$ cat src/rtl/present_pkg.sv
// present_pkg: PRESENT cipher shared constants, S-box table and control state encoding.
package present_pkg;
    localparam int BLOCK_W = 64;
    localparam int NIB_W   = 4;
    localparam int NIBBLES = 16;
    localparam logic [3:0] SBOX [16] = '{
        4'hC, 4'h5, 4'h6, 4'hB, 4'h9, 4'h0, 4'hA, 4'hD,
        4'h3, 4'hE, 4'hF, 4'h8, 4'h4, 4'h7, 4'h1, 4'h2
    };
    typedef enum logic [1:0] {IDLE, BUSY, DONE} state_t;
endpackage

$ cat src/rtl/present_sbox4.sv
// present_sbox4: combinational PRESENT 4-bit S-box lookup.
module present_sbox4
    import present_pkg::*;
(
    input  logic [NIB_W-1:0] x,
    output logic [NIB_W-1:0] y
);
    always_comb y = SBOX[x];
endmodule

$ cat src/rtl/present_sbox_layer_serial.sv
// present_sbox_layer_serial: serial PRESENT S-layer, NIB_PER_CYC nibbles per clock.
// Define PRESENT_SBOX_KEYADD_EN to add an rkey port XORed into the state on load.
module present_sbox_layer_serial
    import present_pkg::*;
#(
    parameter int NIB_PER_CYC = 1
) (
    input  logic               clk,
    input  logic               rst_n,
`ifdef PRESENT_SBOX_KEYADD_EN
    input  logic [BLOCK_W-1:0] rkey,
`endif
    input  logic [BLOCK_W-1:0] idat,
    input  logic               ivalid,
    output logic               iready,
    output logic [BLOCK_W-1:0] odat,
    output logic               ovalid,
    input  logic               oready
);
    localparam int STEPS = NIBBLES / NIB_PER_CYC;
    localparam int CW    = STEPS > 1 ? $clog2(STEPS) : 1;
    localparam int SW    = NIB_W * NIB_PER_CYC;

    if (NIB_PER_CYC != 1 && NIB_PER_CYC != 2 && NIB_PER_CYC != 4 &&
        NIB_PER_CYC != 8 && NIB_PER_CYC != 16) begin : g_bad_param
        $error("NIB_PER_CYC must be 1, 2, 4, 8 or 16");
    end

    state_t                state, state_nx;
    logic [CW-1:0]         cnt;
    logic [BLOCK_W-1:0]    st, ld;
    logic [SW-1:0]         sub;
    logic [SW+BLOCK_W-1:0] cat;

    for (genvar i = 0; i < NIB_PER_CYC; i++) begin : g_sbox
        present_sbox4 u_sbox (.x(st[i*NIB_W +: NIB_W]), .y(sub[i*NIB_W +: NIB_W]));
    end

    // Substituted low nibbles go to the top, which is a right rotation of the register.
    assign cat  = {sub, st};
    assign odat = st;

`ifdef PRESENT_SBOX_KEYADD_EN
    assign ld = idat ^ rkey;
`else
    assign ld = idat;
`endif

    always_comb begin
        state_nx = state;
        iready   = 1'b0;
        ovalid   = 1'b0;
        case (state)
            IDLE: begin
                iready = 1'b1;
                if (ivalid) state_nx = BUSY;
            end
            BUSY: if (cnt == CW'(STEPS - 1)) state_nx = DONE;
            DONE: begin
                ovalid = 1'b1;
                if (oready) state_nx = IDLE;
            end
            default: state_nx = IDLE;
        endcase
    end

    always_ff @(posedge clk) begin
        if (!rst_n) state <= IDLE;
        else        state <= state_nx;
    end

    always_ff @(posedge clk) begin
        if (!rst_n) begin
            st  <= '0;
            cnt <= '0;
        end else if (state == IDLE && ivalid) begin
            st  <= ld;
            cnt <= '0;
        end else if (state == BUSY) begin
            st  <= cat[SW+BLOCK_W-1:SW];
            cnt <= cnt + 1'b1;
        end
    end
endmodule
$ cat config.mk
export PLATFORM = sky130hd
export DESIGN_NAME = present_sbox_layer_serial
export DESIGN_NICKNAME = d
export VERILOG_FILES = /design/src/rtl/present_pkg.sv /design/src/rtl/present_sbox4.sv /design/src/rtl/present_sbox_layer_serial.sv
export SDC_FILE = /design/constraint.sdc
export NUM_CORES = 1
export LEC_CHECK = 0
export CELL_PAD_IN_SITES_DETAIL_PLACEMENT = 1
export CELL_PAD_IN_SITES_GLOBAL_PLACEMENT = 2
export CORE_ASPECT_RATIO = 1.4
export CORE_MARGIN = 3
export CORE_UTILIZATION = 25
export DETAILED_ROUTE_END_ITERATION = 8
export PLACE_DENSITY_LB_ADDON = 0.1
export SKIP_CTS_REPAIR_TIMING = 1
export SYNTH_ARGS = -nofsm -noshare
export SYNTH_HDL_FRONTEND = slang
export SYNTH_HIERARCHICAL = 1
export SYNTH_SLANG_ARGS = --single-unit
$ cat constraint.sdc
create_clock -name clk -period 2.09 [get_ports clk]
set_input_delay 0.209 -clock clk [delete_from_list [all_inputs] [get_ports clk]]
set_output_delay 0.209 -clock clk [all_outputs]
set_load 0.005 [all_outputs]
======== After elaboration in Yosys (flattened, before gate mapping) ========
Memories as Yosys holds them, arrays and structs flattened.
Cells that the tools add are included.
word-level totals
  flip-flop bits (word level) ............. 70
  input port bits ......................... 68
  output and inout port bits .............. 66
  memory bits (read-only) ................. 64
  memories kept ........................... 1
operators by class
  eq/ne operators ......................... 6
  bitwise gates (word level) .............. 2
  $lt $le $gt $ge ......................... 1
  reduce and logical (&&, ||, !) cells .... 5
  add/sub/neg operators ................... 1
  muxes and demuxes ....................... 10
memories
  memory            words  bits a word  rd ports  clocked after memory_dff  wr ports  line                RTL
  (name not given)  16     4            1         0                         0         present_sbox4.sv:8  always_comb y = SBOX[x];
operator list
  kind                   number
  $mux W64               2
  $mux W4                2
  $mux W2                3
  $ne A2 B2 Y1 const B   3
  $pmux W2 S3            1
  $ge A5 B5 Y1 const B   1
  $not A4 Y5             1
  $add A4 B1 Y4 const B  1
  $eq A4 B4 Y1 const B   1
  $reduce_and A3 Y1      1
  $eq A2 B1 Y1 const B   1
  $eq A2 B2 Y1 const B   1
  $logic_not A2 Y1       1
  $mux W1                2
  $reduce_bool A2 Y1     1
  $reduce_or A2 Y1       1
  $logic_and A1 B1 Y1    1
  $not A1 Y1             1

======== Depth between registers and ports, before layout ========
Gate-level depths: netlist (run 1).
  word-level depth ........................ 6
  mapped depth ............................ 7
  depth with buffers taken out ............ 7

======== Cells and area by module ========
Netlist (run 1), hierarchy kept.
by module, submodules not included
  module                     cells each  area an instance (µm²)  instances  seq. area each (µm²)
  present_sbox_layer_serial  399         3460.8                  1          1401.3
  present_sbox4              18          178.9                   1          0.0

======== Worst setup path before layout (run 1) ========
Ideal clock, no wire load.
  path kind ............................... reg2reg
  start ................................... reg st[0], in the netlist odat[0]
  end ..................................... reg st[62], in the netlist odat[62]
  buffers on the path ..................... 0
  arrival time ............................ 1.632 ns
  setup time .............................. 0.119 ns
  stages on the path, launching flop included .. 7
  setup slack ............................. 0.339 ns
  required time ........................... 1.971 ns
  path through ............................ dfxtp_1 inv_1 ha_1 mux4_2 inv_1 a21oi_1 o221a_2
between the ends
  word-level cells in the longest chain between the ends .. 6
RTL lines
  what                                         line                             RTL
  start, declared                              present_sbox_layer_serial.sv:31  logic [BLOCK_W-1:0] st, ld;
  start signal, assigned                       present_sbox_layer_serial.sv:77  st <= ld;
  start signal, assigned                       present_sbox_layer_serial.sv:80  st <= cat[SW+BLOCK_W-1:SW];
  $not A4 Y5 (implied by the code)             present_sbox4.sv:8
  $mem_v2 Z16 W4                               n/a
  $mux W4 (implied by the code) (2 in series)  present_sbox4.sv:8
  net sub[2]                                   present_sbox_layer_serial.sv:32  logic [SW-1:0] sub;
  $mux W64                                     present_sbox_layer_serial.sv:79  end else if (state == BUSY) begin
  $mux W64                                     present_sbox_layer_serial.sv:76  end else if (state == IDLE && ivalid) begin
The timed path passes the listed nets, and every way through them passes these cells. The select of a mux whose other input is x is not followed.
A chain may end at the register's enable or synchronous reset.

======== Worst setup path in the final report (run 1) ========
Ends and elaborated chain as after synthesis.

==> flow_metrics.env, run 1 <==
export IMPL_arrival_ns=2.09
export IMPL_setup_viol=0
export IMPL_rows=51
export IMPL_crit_top_cell="inv_1"
export IMPL_fmax_mhz=536.1
export IMPL_grt_first_pass_wirelength_mm=19.78
export IMPL_avgSynthCellArea_um2=8.728
export IMPL_hold_viol=0
export IMPL_netlist_area_mm2=0.003640
export IMPL_avgViaCountPerCell=4.932
export IMPL_end_kind="register"
export IMPL_rsz0062_at_grt="no"
export IMPL_die_area_mm2=0.01606
export IMPL_cp_start_kind="register"
export IMPL_cap_violations=0
export IMPL_yosys_warnings=6
export IMPL_power_density_mw_per_mm2=762.3
export IMPL_drive_gt1_frac=0.1742
export IMPL_yosys_top_cells_count="dfxtp_1, nor2_1, a21oi_1"
export IMPL_cts_tree="built"
export IMPL_wirelength_mm=12.23
export IMPL_synth_nets=491
export IMPL_maxSlewViolCount=0
export IMPL_hold_path_class="primary input to register"
export IMPL_postRouteAntennaNets=0
export IMPL_first_pass_iters=4
export IMPL_finalCritPeriodShare=0.8925
export IMPL_fin_tns_setup_ns=0
export IMPL_crit_slowest_cell="dfxtp_1"
export IMPL_cp_data_required_time_ns=2.32
export IMPL_synth_cell_types=30
export IMPL_period_minus_slack_ns=1.865
export IMPL_diodes=0
export IMPL_worst_pin_slew_ns=0.5343
export IMPL_synth_edf_count=0
export IMPL_leakage_uw=0.002088
export IMPL_crit_fanout=8
export IMPL_start_util=0.2581
export IMPL_ys_async_sr_fraction=0
export IMPL_die_h_um=148.8
export IMPL_ys_flop_type="dfxtp_1"
export IMPL_numClockSinks=70
export IMPL_fin_skew_ns=0.005123
export IMPL_synth_area_leaders="dfxtp_1, o221a_2, nor2b_1"
export IMPL_grt_overflow=0
export IMPL_synth_area_leader_cell="dfxtp_1"
export IMPL_gp_congestion=0.7411
export IMPL_utilization=0.3844
export IMPL_grt_antenna_before_repair=0
export IMPL_yosysMostFrequentCell="dfxtp_1"
export IMPL_wl_per_cell_um=17.01
export IMPL_nNetsFinal=603
export IMPL_crit_buf_inv=2
export IMPL_die_x_um=108.0
export IMPL_grt_max_degree=55
export IMPL_core_region_area_mm2=0.01410
export IMPL_dp_hpwl_mm=8.234
export IMPL_drc=0
export IMPL_clk_latency_ns=0.34
export IMPL_slew_headroom=0.6438
export IMPL_drt_iter0_drc=123
export IMPL_critPathKind="register to register"
export IMPL_total_power_uw=4133
export IMPL_critPathMaxStageDelay_ns=0.47
export IMPL_synth_cells=417
export IMPL_portBuffers=133
export IMPL_cts_root_buf="clkbuf_16"
export IMPL_vias=3546
export IMPL_htree_num_levels=3
export IMPL_crit_chain="inv_1 > ha_1 > mux4_2 > inv_1 > a21oi_1 > o221a_2"
export IMPL_grt_pass1_vias=3665
export IMPL_cts_buffer_depth=2
export IMPL_outcome="complete, no violations"
export IMPL_path_delay_family="flip-flops"
export IMPL_num_io_pins=134
export IMPL_vdd_drop_max_mv=0.2861
export IMPL_synth_top_area_frac=0.3850
export IMPL_ys_ff_latch=70
export IMPL_area_growth_syn_to_layout_pct=48.95
export IMPL_grt_usage=0.1562
export IMPL_cts_clk_slew_worst_paths_ns=0.06
export IMPL_numCtsBuffers=9
export IMPL_ys_seq_area_frac=0.3850
export IMPL_fillCellCount=1638
[kinds of logic after synthesis]
kind of cell / after synthesis / synth area share
AO/OA/AOI/OAI: 138 / 0.3066
XOR/XNOR: 1 / 0.002407
adder cells (fa/ha/maj): 6 / 0.02063
buffers and inverters: 52 / 0.06600
flip-flops: 70 / 0.3850
multiplexers: 3 / 0.01512
AND/OR/NAND/NOR: 147 / 0.2042
[flip-flops by register name (all words and copies together), names as in the netlist]
name and count:
state 2, odat 64, cnt 4
[cells in the final DEF (no fill, tap or decap), types with 3 or more instances in the layout]
cell,count
o221a_1,6
nor2b_1,64
ha_1,6
clkbuf_16,9
buf_4,13
o221a_2,58
a21oi_1,65
nor3b_1,4
dfxtp_1,68
inv_1,6
nand2_1,4
nand3_1,3
nor2_1,66
clkdlybuf4s50_1,131
[layout make-up]
cell class,instances,area (um^2),area share
clock buffers,12,246.5,0.04546
clock inverters,4,70.07,0.01292
inverters,6,22.52,0.004154
multi-input cells,295,2006,0.3700
flip-flops and latches,70,1406,0.2594
well taps,185,231.5,0.04270
repair buffers,147,1439,0.2654
[power by group]
group	switching, uW	total [uW]	internal (uW)
combinational	322	878	556
sequential	136	1600	1460
clock	585	1660	1070
[final timing paths]
kind / endpoint / slack (ns) / cells past startpoint / from
setup reg to reg: odat[62]$_SDFFE_PN0P_ / 0.22 / 6 / odat[0]$_SDFFE_PN0P_
hold / removal: cnt[3]$_SDFFE_PP0N_ / 0.25 / 4 / rst_n
hold reg to reg: cnt[3]$_SDFFE_PP0N_ / 0.51 / 2 / cnt[3]$_SDFFE_PP0N_
setup / recovery: odat[62]$_SDFFE_PN0P_ / 0.22 / 6 / odat[0]$_SDFFE_PN0P_
[worst min-delay path: stages]
cell and delay (ns):
buf_2 0.12, nand2_1 0.06, or4_1 0.09, nand3_1 0.06
[metrics by stage]
stage	cells	setup slack, ns	hold slack (ns)	area [um^2]
after global routing	719	0.1065	0.3056	5421
after detailed placement	703	0.2298	0.5072	5105
after global placement	703	0.2944	0.4940	5105
final	719	0.2247	0.2493	5421
after CTS	719	0.1945	0.2377	5421
after floorplan	417	0.3388	0.4313	3640
[routing by layer]
metal  global-route usage  vias up  wire [um]
met5                    0        -          0
met4              0.04169        0        139
met3              0.04764       11        719
met2               0.2568      104       5970
met1               0.1983     1696       5401
li1                     -     1735          -
(Power assumes the default switching activity.)
==> run 2: changes to the inputs <==
- CORE_UTILIZATION: 25 -> 27
- clock period: 2.09 -> 2.2 ns (I/O delays scaled with it)
==> flow_metrics.env, run 2 (synthesized netlist as in run 1, its figures left out) <==
export IMPL_switching_share=0.2549
export IMPL_start_util=0.2800
export IMPL_numCtsBuffers=9
export IMPL_die_area_mm2=0.01493
export IMPL_drive_gt1_frac=0.1717
export IMPL_wl_per_cell_um=16.96
export IMPL_fmax_mhz=532.1
export IMPL_critPathKind="register to register"
export IMPL_utilization=0.4166
export IMPL_drt_iter0_drc=177
export IMPL_end_kind="register"
export IMPL_cts_clk_slew_worst_paths_ns=0.06
export IMPL_switching_power_uw=1004
export IMPL_crit_buf_inv=2
export IMPL_placed_cells=692
export IMPL_cap_violations=0
export IMPL_outcome="complete, no violations"
export IMPL_cp_data_required_time_ns=2.42
export IMPL_nNetsFinal=599
export IMPL_path_delay_family="flip-flops"
export IMPL_hold_path_class="primary input to register"
export IMPL_grt_max_degree=66
export IMPL_avgViaCountPerCell=4.993
export IMPL_grt_busiest_layer="met2"
export IMPL_power_frac_seq=0.385
export IMPL_worst_pin_slew_ns=0.5641
export IMPL_core_region_area_mm2=0.01300
export IMPL_crit_top_cell="inv_1"
export IMPL_slew_headroom=0.6240
export IMPL_diodes=0
export IMPL_htree_num_levels=3
export IMPL_use_met3=0.03506
export IMPL_grt_first_pass_wirelength_mm=19.49
export IMPL_crit_slowest_cell="dfxtp_1"
export IMPL_arrival_ns=2.10
export IMPL_cts_root_buf="clkbuf_16"
export IMPL_dp_hpwl_mm=8.040
export IMPL_cts_tree="built"
export IMPL_drc=0
export IMPL_hold_viol=0
export IMPL_gp_congestion=0.7363
export IMPL_die_h_um=143.4
export IMPL_rsz0062_at_grt="no"
export IMPL_finalCritPeriodShare=0.8543
export IMPL_grt_antenna_before_repair=0
export IMPL_power_density_mw_per_mm2=727.4
export IMPL_final_cell_area_mm2=0.005415
export IMPL_setup_viol=0
export IMPL_fin_tns_setup_ns=0
export IMPL_grt_usage=0.1615
export IMPL_power_internal_uw=2935
export IMPL_rows=49
export IMPL_maxSlewViolCount=0
export IMPL_area_growth_syn_to_layout_pct=48.78
export IMPL_leakage_uw=0.002074
export IMPL_wirelength_mm=12.01
export IMPL_postRouteAntennaNets=0
export IMPL_grt_pass1_vias=3564
export IMPL_crit_chain="inv_1 > ha_1 > mux4_2 > inv_1 > a21oi_1 > o221a_2"
export IMPL_die_x_um=104.1
export IMPL_final_common_cell="clkdlybuf4s50_1"
export IMPL_vias=3535
export IMPL_cts_buffer_depth=2
export IMPL_postPlaceCellArea_mm2=0.005091
export IMPL_largest_reg_flops=64
export IMPL_fin_skew_ns=0.007257
export IMPL_first_pass_iters=4
export IMPL_pwr_share_clk=0.402
export IMPL_use_met2=0.2789
export IMPL_period_minus_slack_ns=1.879
export IMPL_cp_start_kind="register"
export IMPL_layout_common_cells="clkdlybuf4s50_1, dfxtp_1, nor2_1"
export IMPL_num_io_pins=134
export IMPL_hold_ws_ns=0.4030
export IMPL_crit_fanout=8
export IMPL_clk_latency_ns=0.33
export IMPL_portBuffers=133
export IMPL_use_met1=0.1962
export IMPL_critPathMaxStageDelay_ns=0.47
export IMPL_combPwrFrac=0.213
export IMPL_fillCellCount=1501
export IMPL_final_cell_count_no_fill=708
export IMPL_numClockSinks=70
export IMPL_vdd_drop_max_mv=0.3250
export IMPL_grt_overflow=0
[run 2: per-layer routing]
metal | vias up | part of all wire
li1 | 1729 | -
met1 | 1695 | 0.44
met2 | 97 | 0.49
met3 | 14 | 0.051
met4 | 0 | 0.016
met5 | - | 0
[run 2: path summary, 6_finish.rpt]
path / startpoint / endpoint / slack, ns / depth (start not counted)
worst max-delay path: odat[0]$_SDFFE_PN0P_ / odat[62]$_SDFFE_PN0P_ / 0.32 / 6
worst min register to register: cnt[2]$_SDFFE_PP0N_ / cnt[2]$_SDFFE_PP0N_ / 0.51 / 2
worst min-delay path: rst_n / state[1]$_SDFFE_PN0P_ / 0.40 / 2
worst max register to register: odat[0]$_SDFFE_PN0P_ / odat[62]$_SDFFE_PN0P_ / 0.32 / 6
[run 2: layout make-up]
cell class,count,area [um^2],area share
multi-input combinational,295,2006,0.3704
timing repair buffer,143,1434,0.2648
clock inverter,6,85.08,0.01571
inverter,6,22.52,0.004159
sequential,70,1406,0.2597
clock buffer,10,239.0,0.04413
tap,178,222.7,0.04113
[run 2: metrics by stage]
step | worst slack [ns] | total power [uW]
floorplan | 0.4488 | 1930
global placement | 0.4010 | 2382
detailed placement | 0.3269 | 2394
CTS | 0.2991 | 4011
global route | 0.1974 | 4150
finish | 0.3205 | 3939
[run 2: power by group through the flow]
| stage | clock network [uW] | registers (uW) | logic [uW] |
|---|---|---|---|
| floorplan | 0 | 1510 | 424 |
| global placement | 0 | 1540 | 840 |
| detailed placement | 0 | 1550 | 848 |
| CTS | 1640 | 1520 | 854 |
| global route | 1690 | 1540 | 922 |
| finish | 1580 | 1510 | 839 |
